<file path="config.mk">
export PLATFORM = sky130hd
export DESIGN_NAME = ws_mac_pe_flat
export DESIGN_NICKNAME = d
export VERILOG_FILES = /design/src/rtl/ws_mac_pe_pkg.sv /design/src/rtl/ws_mac_pe_if.sv /design/src/rtl/ws_mac_pe_mul.sv /design/src/rtl/ws_mac_pe.sv /design/src/flat_wrapper.sv
export SDC_FILE = /design/constraint.sdc
export NUM_CORES = 1
export LEC_CHECK = 0
export BUFFER_PORTS_ARGS = -buffer_cell sky130_fd_sc_hd__buf_4
export CAP_MARGIN = 10
export CORE_MARGIN = 10
export CORE_UTILIZATION = 60
export DETAILED_ROUTE_END_ITERATION = 16
export GPL_ROUTABILITY_DRIVEN = 1
export PLACE_DENSITY = 0.82
export SLEW_MARGIN = 20
export SYNTH_ARGS = -nofsm -noshare
export SYNTH_HDL_FRONTEND = slang
export SYNTH_SLANG_ARGS = --single-unit
</file>
<file path="constraint.sdc">
create_clock -name clk -period 16.2 [get_ports clk]
set_input_delay 3.24 -clock clk [delete_from_list [all_inputs] [get_ports clk]]
set_output_delay 3.24 -clock clk [all_outputs]
set_load 0.005 [all_outputs]
</file>
<file path="src/rtl/ws_mac_pe_pkg.sv">
// ws_mac_pe_pkg: shared widths, weight-buffer state encoding and accumulator clamp helpers
package ws_mac_pe_pkg;
  localparam int DEF_I_F_BW = 8;
  localparam int DEF_W_BW   = 8;
  localparam int DEF_M_BW   = 16;
  localparam int DEF_ACC_BW = 24;
  // Encoding is {shadow_vld, active_vld} so the two valid bits read straight off the state.
  typedef enum logic [1:0] {
    EMPTY  = 2'b00,
    ACTIVE = 2'b01,
    SHADOW = 2'b10,
    BOTH   = 2'b11
  } w_state_e;
  function automatic logic [63:0] acc_max(input int bw, input logic sgn);
    return sgn ? (64'd1 << (bw - 1)) - 64'd1 : (64'd1 << bw) - 64'd1;
  endfunction
  function automatic logic [63:0] acc_min(input int bw, input logic sgn);
    return sgn ? (64'd1 << (bw - 1)) : 64'd0;
  endfunction
endpackage

</file>
<file path="src/rtl/ws_mac_pe_if.sv">
// ws_mac_pe_if: control, operand and result bundle of one weight-stationary PE
//  master: array/test side (drives i_* and controls), slave: the PE (drives o_*)
//  controls: pe_en, signed_mode, acc_mode, w_swap, acc_clr, acc_drain
//  west/north in: i_fmap(+vld), i_weight(+vld), i_psum; east/south out: o_fmap, o_weight, o_psum, o_ovf
interface ws_mac_pe_if
  import ws_mac_pe_pkg::*;
#(
  parameter int I_F_BW = DEF_I_F_BW,
  parameter int W_BW   = DEF_W_BW,
  parameter int ACC_BW = DEF_ACC_BW
) ();
  logic              pe_en;
  logic              signed_mode;
  logic              acc_mode;
  logic [I_F_BW-1:0] i_fmap;
  logic              i_fmap_vld;
  logic [W_BW-1:0]   i_weight;
  logic              i_weight_vld;
  logic              w_swap;
  logic [ACC_BW-1:0] i_psum;
  logic              acc_clr;
  logic              acc_drain;
  logic [I_F_BW-1:0] o_fmap;
  logic              o_fmap_vld;
  logic [W_BW-1:0]   o_weight;
  logic              o_weight_vld;
  logic [ACC_BW-1:0] o_psum;
  logic              o_psum_vld;
  logic              o_ovf;
  modport master (
    output pe_en, signed_mode, acc_mode, i_fmap, i_fmap_vld, i_weight, i_weight_vld,
           w_swap, i_psum, acc_clr, acc_drain,
    input  o_fmap, o_fmap_vld, o_weight, o_weight_vld, o_psum, o_psum_vld, o_ovf
  );
  modport slave (
    input  pe_en, signed_mode, acc_mode, i_fmap, i_fmap_vld, i_weight, i_weight_vld,
           w_swap, i_psum, acc_clr, acc_drain,
    output o_fmap, o_fmap_vld, o_weight, o_weight_vld, o_psum, o_psum_vld, o_ovf
  );
endinterface

</file>
<file path="src/rtl/ws_mac_pe_mul.sv">
// ws_mac_pe_mul: combinational fmap x weight multiplier, signed or unsigned per signed_i
//  a_i fmap, b_i weight, signed_i operand interpretation, prod_o M_BW-bit product
module ws_mac_pe_mul
  import ws_mac_pe_pkg::*;
#(
  parameter int I_F_BW = DEF_I_F_BW,
  parameter int W_BW   = DEF_W_BW,
  parameter int M_BW   = DEF_M_BW
) (
  input  logic [I_F_BW-1:0] a_i,
  input  logic [W_BW-1:0]   b_i,
  input  logic              signed_i,
  output logic [M_BW-1:0]   prod_o
);
  logic [M_BW-1:0] a_ext, b_ext;
  // The low M_BW bits of a product of sign-extended operands are the signed product,
  // so one unsigned multiplier covers both modes.
  assign a_ext  = {{W_BW{signed_i & a_i[I_F_BW-1]}}, a_i};
  assign b_ext  = {{I_F_BW{signed_i & b_i[W_BW-1]}}, b_i};
  assign prod_o = a_ext * b_ext;
endmodule

</file>
<file path="src/rtl/ws_mac_pe.sv">
// ws_mac_pe: weight-stationary MAC PE with double-buffered weights, chain or local accumulate
//  clk, rst_n (async active-low), pe_if (slave modport of ws_mac_pe_if)
//  Build option ACC_SAT_EN: overflowing adds clamp to the ACC_BW range instead of wrapping.
module ws_mac_pe
  import ws_mac_pe_pkg::*;
#(
  parameter int I_F_BW = DEF_I_F_BW,
  parameter int W_BW   = DEF_W_BW,
  parameter int M_BW   = DEF_M_BW,
  parameter int ACC_BW = DEF_ACC_BW
) (
  input logic       clk,
  input logic       rst_n,
  ws_mac_pe_if.slave pe_if
);
  logic [I_F_BW-1:0] fmap_q, fmap_d;
  logic              fmap_vld_q;
  logic [W_BW-1:0]   weight_q, weight_d;
  logic              weight_vld_q;
  logic [W_BW-1:0]   shadow_q, shadow_d, active_q, active_d;
  w_state_e          state_q, state_d;
  logic [ACC_BW-1:0] acc_q, acc_d, psum_q, psum_d;
  logic              psum_vld_q, psum_vld_d;
  logic              ovf_q, ovf_d;
  logic              sh_vld, act_vld, swap, add_en, ovf;
  logic [M_BW-1:0]   mul_p, prod;
  logic [ACC_BW-1:0] ext, add_a, add_b, res;
  logic [ACC_BW:0]   sum;
  assign {sh_vld, act_vld} = state_q;
  ws_mac_pe_mul #(.I_F_BW(I_F_BW), .W_BW(W_BW), .M_BW(M_BW)) u_mul (
    .a_i      (pe_if.i_fmap),
    .b_i      (active_q),
    .signed_i (pe_if.signed_mode),
    .prod_o   (mul_p)
  );
  assign prod  = act_vld ? mul_p : '0;
  assign ext   = {{(ACC_BW-M_BW){pe_if.signed_mode & prod[M_BW-1]}}, prod};
  // One adder serves both modes: north psum in chain mode, the accumulator in local mode.
  assign add_a = pe_if.acc_mode ? acc_q : pe_if.i_psum;
  assign add_b = pe_if.i_fmap_vld ? ext : '0;
  assign sum   = {1'b0, add_a} + {1'b0, add_b};
  assign ovf   = pe_if.signed_mode
               ? (add_a[ACC_BW-1] == add_b[ACC_BW-1]) && (sum[ACC_BW-1] != add_a[ACC_BW-1])
               : sum[ACC_BW];
`ifdef ACC_SAT_EN
  // Unsigned adds can only overflow upward; signed overflow direction follows the operand sign.
  assign res = !ovf ? sum[ACC_BW-1:0]
             : (pe_if.signed_mode & add_a[ACC_BW-1]) ? ACC_BW'(acc_min(ACC_BW, 1'b1))
             : ACC_BW'(acc_max(ACC_BW, pe_if.signed_mode));
`else
  assign res = sum[ACC_BW-1:0];
`endif
  always_comb begin
    fmap_d     = pe_if.i_fmap_vld ? pe_if.i_fmap : fmap_q;
    weight_d   = pe_if.i_weight_vld ? pe_if.i_weight : weight_q;
    swap       = pe_if.w_swap & sh_vld;
    active_d   = swap ? shadow_q : active_q;
    shadow_d   = pe_if.i_weight_vld ? pe_if.i_weight : shadow_q;
    state_d    = w_state_e'({pe_if.i_weight_vld | (sh_vld & ~pe_if.w_swap), act_vld | swap});
    add_en     = pe_if.acc_mode ? pe_if.acc_drain | (pe_if.i_fmap_vld & ~pe_if.acc_clr)
                                : pe_if.i_fmap_vld;
    psum_vld_d = pe_if.acc_mode ? pe_if.acc_drain : pe_if.i_fmap_vld;
    psum_d     = psum_vld_d ? res : psum_q;
    acc_d      = (pe_if.acc_clr | (pe_if.acc_mode & pe_if.acc_drain)) ? '0
               : (pe_if.acc_mode & pe_if.i_fmap_vld) ? res : acc_q;
    ovf_d      = (ovf_q & ~pe_if.acc_clr) | (add_en & ovf);
  end
  always_ff @(posedge clk or negedge rst_n) begin
    if (!rst_n) begin
      fmap_q       <= '0;
      fmap_vld_q   <= 1'b0;
      weight_q     <= '0;
      weight_vld_q <= 1'b0;
      shadow_q     <= '0;
      active_q     <= '0;
      state_q      <= EMPTY;
      acc_q        <= '0;
      psum_q       <= '0;
      psum_vld_q   <= 1'b0;
      ovf_q        <= 1'b0;
    end else if (pe_if.pe_en) begin
      fmap_q       <= fmap_d;
      fmap_vld_q   <= pe_if.i_fmap_vld;
      weight_q     <= weight_d;
      weight_vld_q <= pe_if.i_weight_vld;
      shadow_q     <= shadow_d;
      active_q     <= active_d;
      state_q      <= state_d;
      acc_q        <= acc_d;
      psum_q       <= psum_d;
      psum_vld_q   <= psum_vld_d;
      ovf_q        <= ovf_d;
    end
  end
  assign pe_if.o_fmap       = fmap_q;
  assign pe_if.o_fmap_vld   = fmap_vld_q;
  assign pe_if.o_weight     = weight_q;
  assign pe_if.o_weight_vld = weight_vld_q;
  assign pe_if.o_psum       = psum_q;
  assign pe_if.o_psum_vld   = psum_vld_q;
  assign pe_if.o_ovf        = ovf_q;
endmodule

</file>
<file path="src/flat_wrapper.sv">
// flat-port wrapper written by rule: the top's interface ports become plain ports
module ws_mac_pe_flat import ws_mac_pe_pkg::*;
#(
  parameter int I_F_BW = DEF_I_F_BW,
  parameter int W_BW   = DEF_W_BW,
  parameter int M_BW   = DEF_M_BW,
  parameter int ACC_BW = DEF_ACC_BW
)
  (clk, rst_n, pe_if_pe_en, pe_if_signed_mode, pe_if_acc_mode, pe_if_i_fmap, pe_if_i_fmap_vld, pe_if_i_weight, pe_if_i_weight_vld, pe_if_w_swap, pe_if_i_psum, pe_if_acc_clr, pe_if_acc_drain, pe_if_o_fmap, pe_if_o_fmap_vld, pe_if_o_weight, pe_if_o_weight_vld, pe_if_o_psum, pe_if_o_psum_vld, pe_if_o_ovf);
  ws_mac_pe_if #(.I_F_BW(I_F_BW), .W_BW(W_BW), .ACC_BW(ACC_BW)) pe_if_i ();
  input logic clk;
  input logic rst_n;
  input wire logic [$bits(pe_if_i.pe_en)-1:0] pe_if_pe_en;
  input wire logic [$bits(pe_if_i.signed_mode)-1:0] pe_if_signed_mode;
  input wire logic [$bits(pe_if_i.acc_mode)-1:0] pe_if_acc_mode;
  input wire logic [$bits(pe_if_i.i_fmap)-1:0] pe_if_i_fmap;
  input wire logic [$bits(pe_if_i.i_fmap_vld)-1:0] pe_if_i_fmap_vld;
  input wire logic [$bits(pe_if_i.i_weight)-1:0] pe_if_i_weight;
  input wire logic [$bits(pe_if_i.i_weight_vld)-1:0] pe_if_i_weight_vld;
  input wire logic [$bits(pe_if_i.w_swap)-1:0] pe_if_w_swap;
  input wire logic [$bits(pe_if_i.i_psum)-1:0] pe_if_i_psum;
  input wire logic [$bits(pe_if_i.acc_clr)-1:0] pe_if_acc_clr;
  input wire logic [$bits(pe_if_i.acc_drain)-1:0] pe_if_acc_drain;
  output wire logic [$bits(pe_if_i.o_fmap)-1:0] pe_if_o_fmap;
  output wire logic [$bits(pe_if_i.o_fmap_vld)-1:0] pe_if_o_fmap_vld;
  output wire logic [$bits(pe_if_i.o_weight)-1:0] pe_if_o_weight;
  output wire logic [$bits(pe_if_i.o_weight_vld)-1:0] pe_if_o_weight_vld;
  output wire logic [$bits(pe_if_i.o_psum)-1:0] pe_if_o_psum;
  output wire logic [$bits(pe_if_i.o_psum_vld)-1:0] pe_if_o_psum_vld;
  output wire logic [$bits(pe_if_i.o_ovf)-1:0] pe_if_o_ovf;
  assign pe_if_i.pe_en = pe_if_pe_en;
  assign pe_if_i.signed_mode = pe_if_signed_mode;
  assign pe_if_i.acc_mode = pe_if_acc_mode;
  assign pe_if_i.i_fmap = pe_if_i_fmap;
  assign pe_if_i.i_fmap_vld = pe_if_i_fmap_vld;
  assign pe_if_i.i_weight = pe_if_i_weight;
  assign pe_if_i.i_weight_vld = pe_if_i_weight_vld;
  assign pe_if_i.w_swap = pe_if_w_swap;
  assign pe_if_i.i_psum = pe_if_i_psum;
  assign pe_if_i.acc_clr = pe_if_acc_clr;
  assign pe_if_i.acc_drain = pe_if_acc_drain;
  assign pe_if_o_fmap = pe_if_i.o_fmap;
  assign pe_if_o_fmap_vld = pe_if_i.o_fmap_vld;
  assign pe_if_o_weight = pe_if_i.o_weight;
  assign pe_if_o_weight_vld = pe_if_i.o_weight_vld;
  assign pe_if_o_psum = pe_if_i.o_psum;
  assign pe_if_o_psum_vld = pe_if_i.o_psum_vld;
  assign pe_if_o_ovf = pe_if_i.o_ovf;
  ws_mac_pe #(.I_F_BW(I_F_BW), .W_BW(W_BW), .M_BW(M_BW), .ACC_BW(ACC_BW)) u_core (.clk(clk), .rst_n(rst_n), .pe_if(pe_if_i));
endmodule
</file>
==> reports/results.ini <==
[outcome]
status = finished, final reports clean

[global_route]
first_global_vias = 6060
grt_pass1_wl_mm = 29.5
globalRouteTotalUtil_pct = 22.0
grt_antenna_before_repair = 0
grt_max_degree = 79
grt.overflow.total = 0

[clock_network]
clkSlewWorstSetupHoldPaths_ns = 0.07
cts_root_buf = clkbuf_16
ctsResizeCount = 0
cts.sinks = 78
cts_buffers = 9
clockBufferDepth = 2
htree_levels = 3
cts_tree = done
cts_hold_buf = 0
cts_setup_buffers = 0
worstSkewPairLatency_ns = 0.35

[setup_path]
critical_path_peak_fanout = 8
end_kind = register
worstSetupPathType = input port to register
required_ns = 16.45
worst_ep_arrival_time_ns = 10.47
cp-start-kind = input port

[yosys]
yosys_warnings = 0
synth_top_cell_by_area = dfrtp_1
yosys-top-cells-count = inv_1 (87), dfrtp_1 (78), nand2_1 (78), fa_1 (64), mux2_2 (62)
synthDistinctLibCells = 56
async_flop_share_pct = 100
syn-num-nets = 892
synth_top_area_share_pct = 27.3
syn_inst = 721
synth_area_leaders = dfrtp_1 (27%), fa_1 (18%), ha_1 (10%), mux2_2 (9.8%), inv_1 (4.6%)
synth-main-ff-cell = dfrtp_1
seq_area_frac_synth_pct = 27.3
syn-cell-area_um2 = 7160
synth.most_common_cell = inv_1
ys_ff_latch = 78
syn_area_per_cell_um2 = 9.92
synth_edf_count = 0

[cells_and_area]
fin_util_pct = 71.4
syn_to_final_growth_pct = 15.4
nNetsFinal = 973
multi_input_area_um2 = 4780
drive_above_1_share_pct = 23.1
antenna_cells = 0
regArea_um2 = 1950
nFillCells = 876

[sta]
fmax_ghz = 0.0978
finalClockSkew_ns = 0.00963
maxSlewHeadroom_pct = 32.2
finalSetupTns_ns = 0
slew_violations = 0
fin_crit_ns = 10.22
whs_ns = 0.475
hold_viol = 0
rsz0062_at_grt = no
period_share_pct = 63.1
setup_viol = 0
worstMarginPinSlew_ns = 1.02

[detailed_routing]
dr.pass1.iters = 7
drc = 0
wl_mm = 17.8
vias = 5588
wire_per_inst_um = 18.7
antenna_left = 0
routed_via_density = 5.89
drtIter0Drc = 413

[floorplan]
core_um2 = 11600
rows = 39
dieArea_um2 = 16700
die_h_um = 129
die_w_um = 129
ios = 94
start_util_pct = 61.9

[place]
hpwlAfterDp_mm = 13.5
portBuffers = 93
place_congestion = 0.937

[min_path]
worstHoldPathType = register to register

[job]
drv_cap = 0

[worst paths after layout]
kind	start	end	slack [ns]	cells after the start
worst min-delay path	u_core.acc_q[2]	u_core.acc_q[2]	0.47	2
max in group asynchronous	rst_n	u_core.pe_if.o_weight[4]	12.47	1
min in group asynchronous	rst_n	u_core.pe_if.o_psum[6]	3.04	1
worst min register to register	u_core.acc_q[2]	u_core.acc_q[2]	0.47	2
worst max register to register	u_core.active_q[7]	u_core.acc_q[22]	8.40	26
worst max-delay path	pe_if_signed_mode	u_core.acc_q[22]	5.98	27
[layout make-up]
cell class              instances  area share, %
inverters                      87           3.96
flip-flops and latches         78           23.6
multi-input cells             530           57.9
repair buffers                 96           8.73
clock inverters                 6          0.849
well taps                     143           2.17
clock buffers                   9           2.73
[placed cells by master (no fill, tap or decap), drive strengths merged, types with 4 or more instances in the layout]
cell / n
or2: 6
nor3: 5
o21bai: 4
nor2: 32
a22o: 19
mux2: 62
and2: 42
and3: 11
a21o: 11
buf: 96
xor2: 11
a31oi: 4
inv: 89
dfrtp: 78
nand2: 78
a21oi: 22
xnor2: 22
clkbuf: 9
o21ai: 26
fa: 64
nor2b: 5
o21a: 5
ha: 57
o31ai: 5
[flip-flops by register name (all words and copies together) (netlist names)]
register                   flops
u_core.acc_q                  24
u_core.active_q                8
u_core.pe_if.o_fmap            8
u_core.pe_if.o_fmap_vld        1
u_core.pe_if.o_ovf             1
u_core.pe_if.o_psum           24
u_core.pe_if.o_psum_vld        1
u_core.pe_if.o_weight          8
u_core.pe_if.o_weight_vld      1
u_core.state_q                 2
[critical path, stage by stage]
cell,delay (ns)
buf_4,0.13
nand2_1,0.19
or2_2,0.35
fa_1,0.47
fa_1,0.57
inv_1,0.06
fa_1,0.50
fa_1,0.54
inv_1,0.05
fa_1,0.53
inv_1,0.04
ha_1,0.29
o21ai_0,0.12
a21oi_1,0.13
o41ai_1,0.44
o21ai_0,0.21
xnor2_1,0.18
nor3b_1,0.21
buf_4,0.21
ha_1,0.31
and4_1,0.24
and2_1,0.18
a22o_1,0.21
a31oi_2,0.27
a311oi_1,0.16
or3_1,0.36
a32o_1,0.25
[stage by stage]
step | worst slack [ns] | std cells | cell area, um2
after floorplan | 5.98 | 721 | 7160
after global placement | 5.87 | 934 | 7960
after detailed placement | 5.70 | 934 | 7960
after CTS | 5.98 | 949 | 8260
after global routing | 5.50 | 949 | 8260
final | 5.98 | 949 | 8260
[kinds of logic (layout without fill, tap and decap cells)]
| group | after synthesis | count (layout) | synth area share (%) |
|---|---|---|---|
| AO/OA/AOI/OAI | 121 | 121 | 11.9 |
| XOR/XNOR | 33 | 33 | 4.04 |
| adder cells (fa/ha/maj) | 121 | 121 | 27.9 |
| buffers and inverters | 113 | 198 | 5.98 |
| flip-flops | 78 | 78 | 27.3 |
| multiplexers | 63 | 63 | 9.90 |
| AND/OR/NAND/NOR | 192 | 192 | 13.1 |
[metal layers]
layer  up-vias  routed length (um)  GRT usage [%]  share of wire, %
li1       2583                   -              -                 -
met1      2791                7240           26.4                41
met2       183                9100           38.0                51
met3        31                1100           5.30               6.2
met4         0                 356           7.63               2.0
met5         -                   0              0                 0
Power is not shown: default switching activity piles up to over one toggle a cycle in this logic, so the estimate is an artifact.
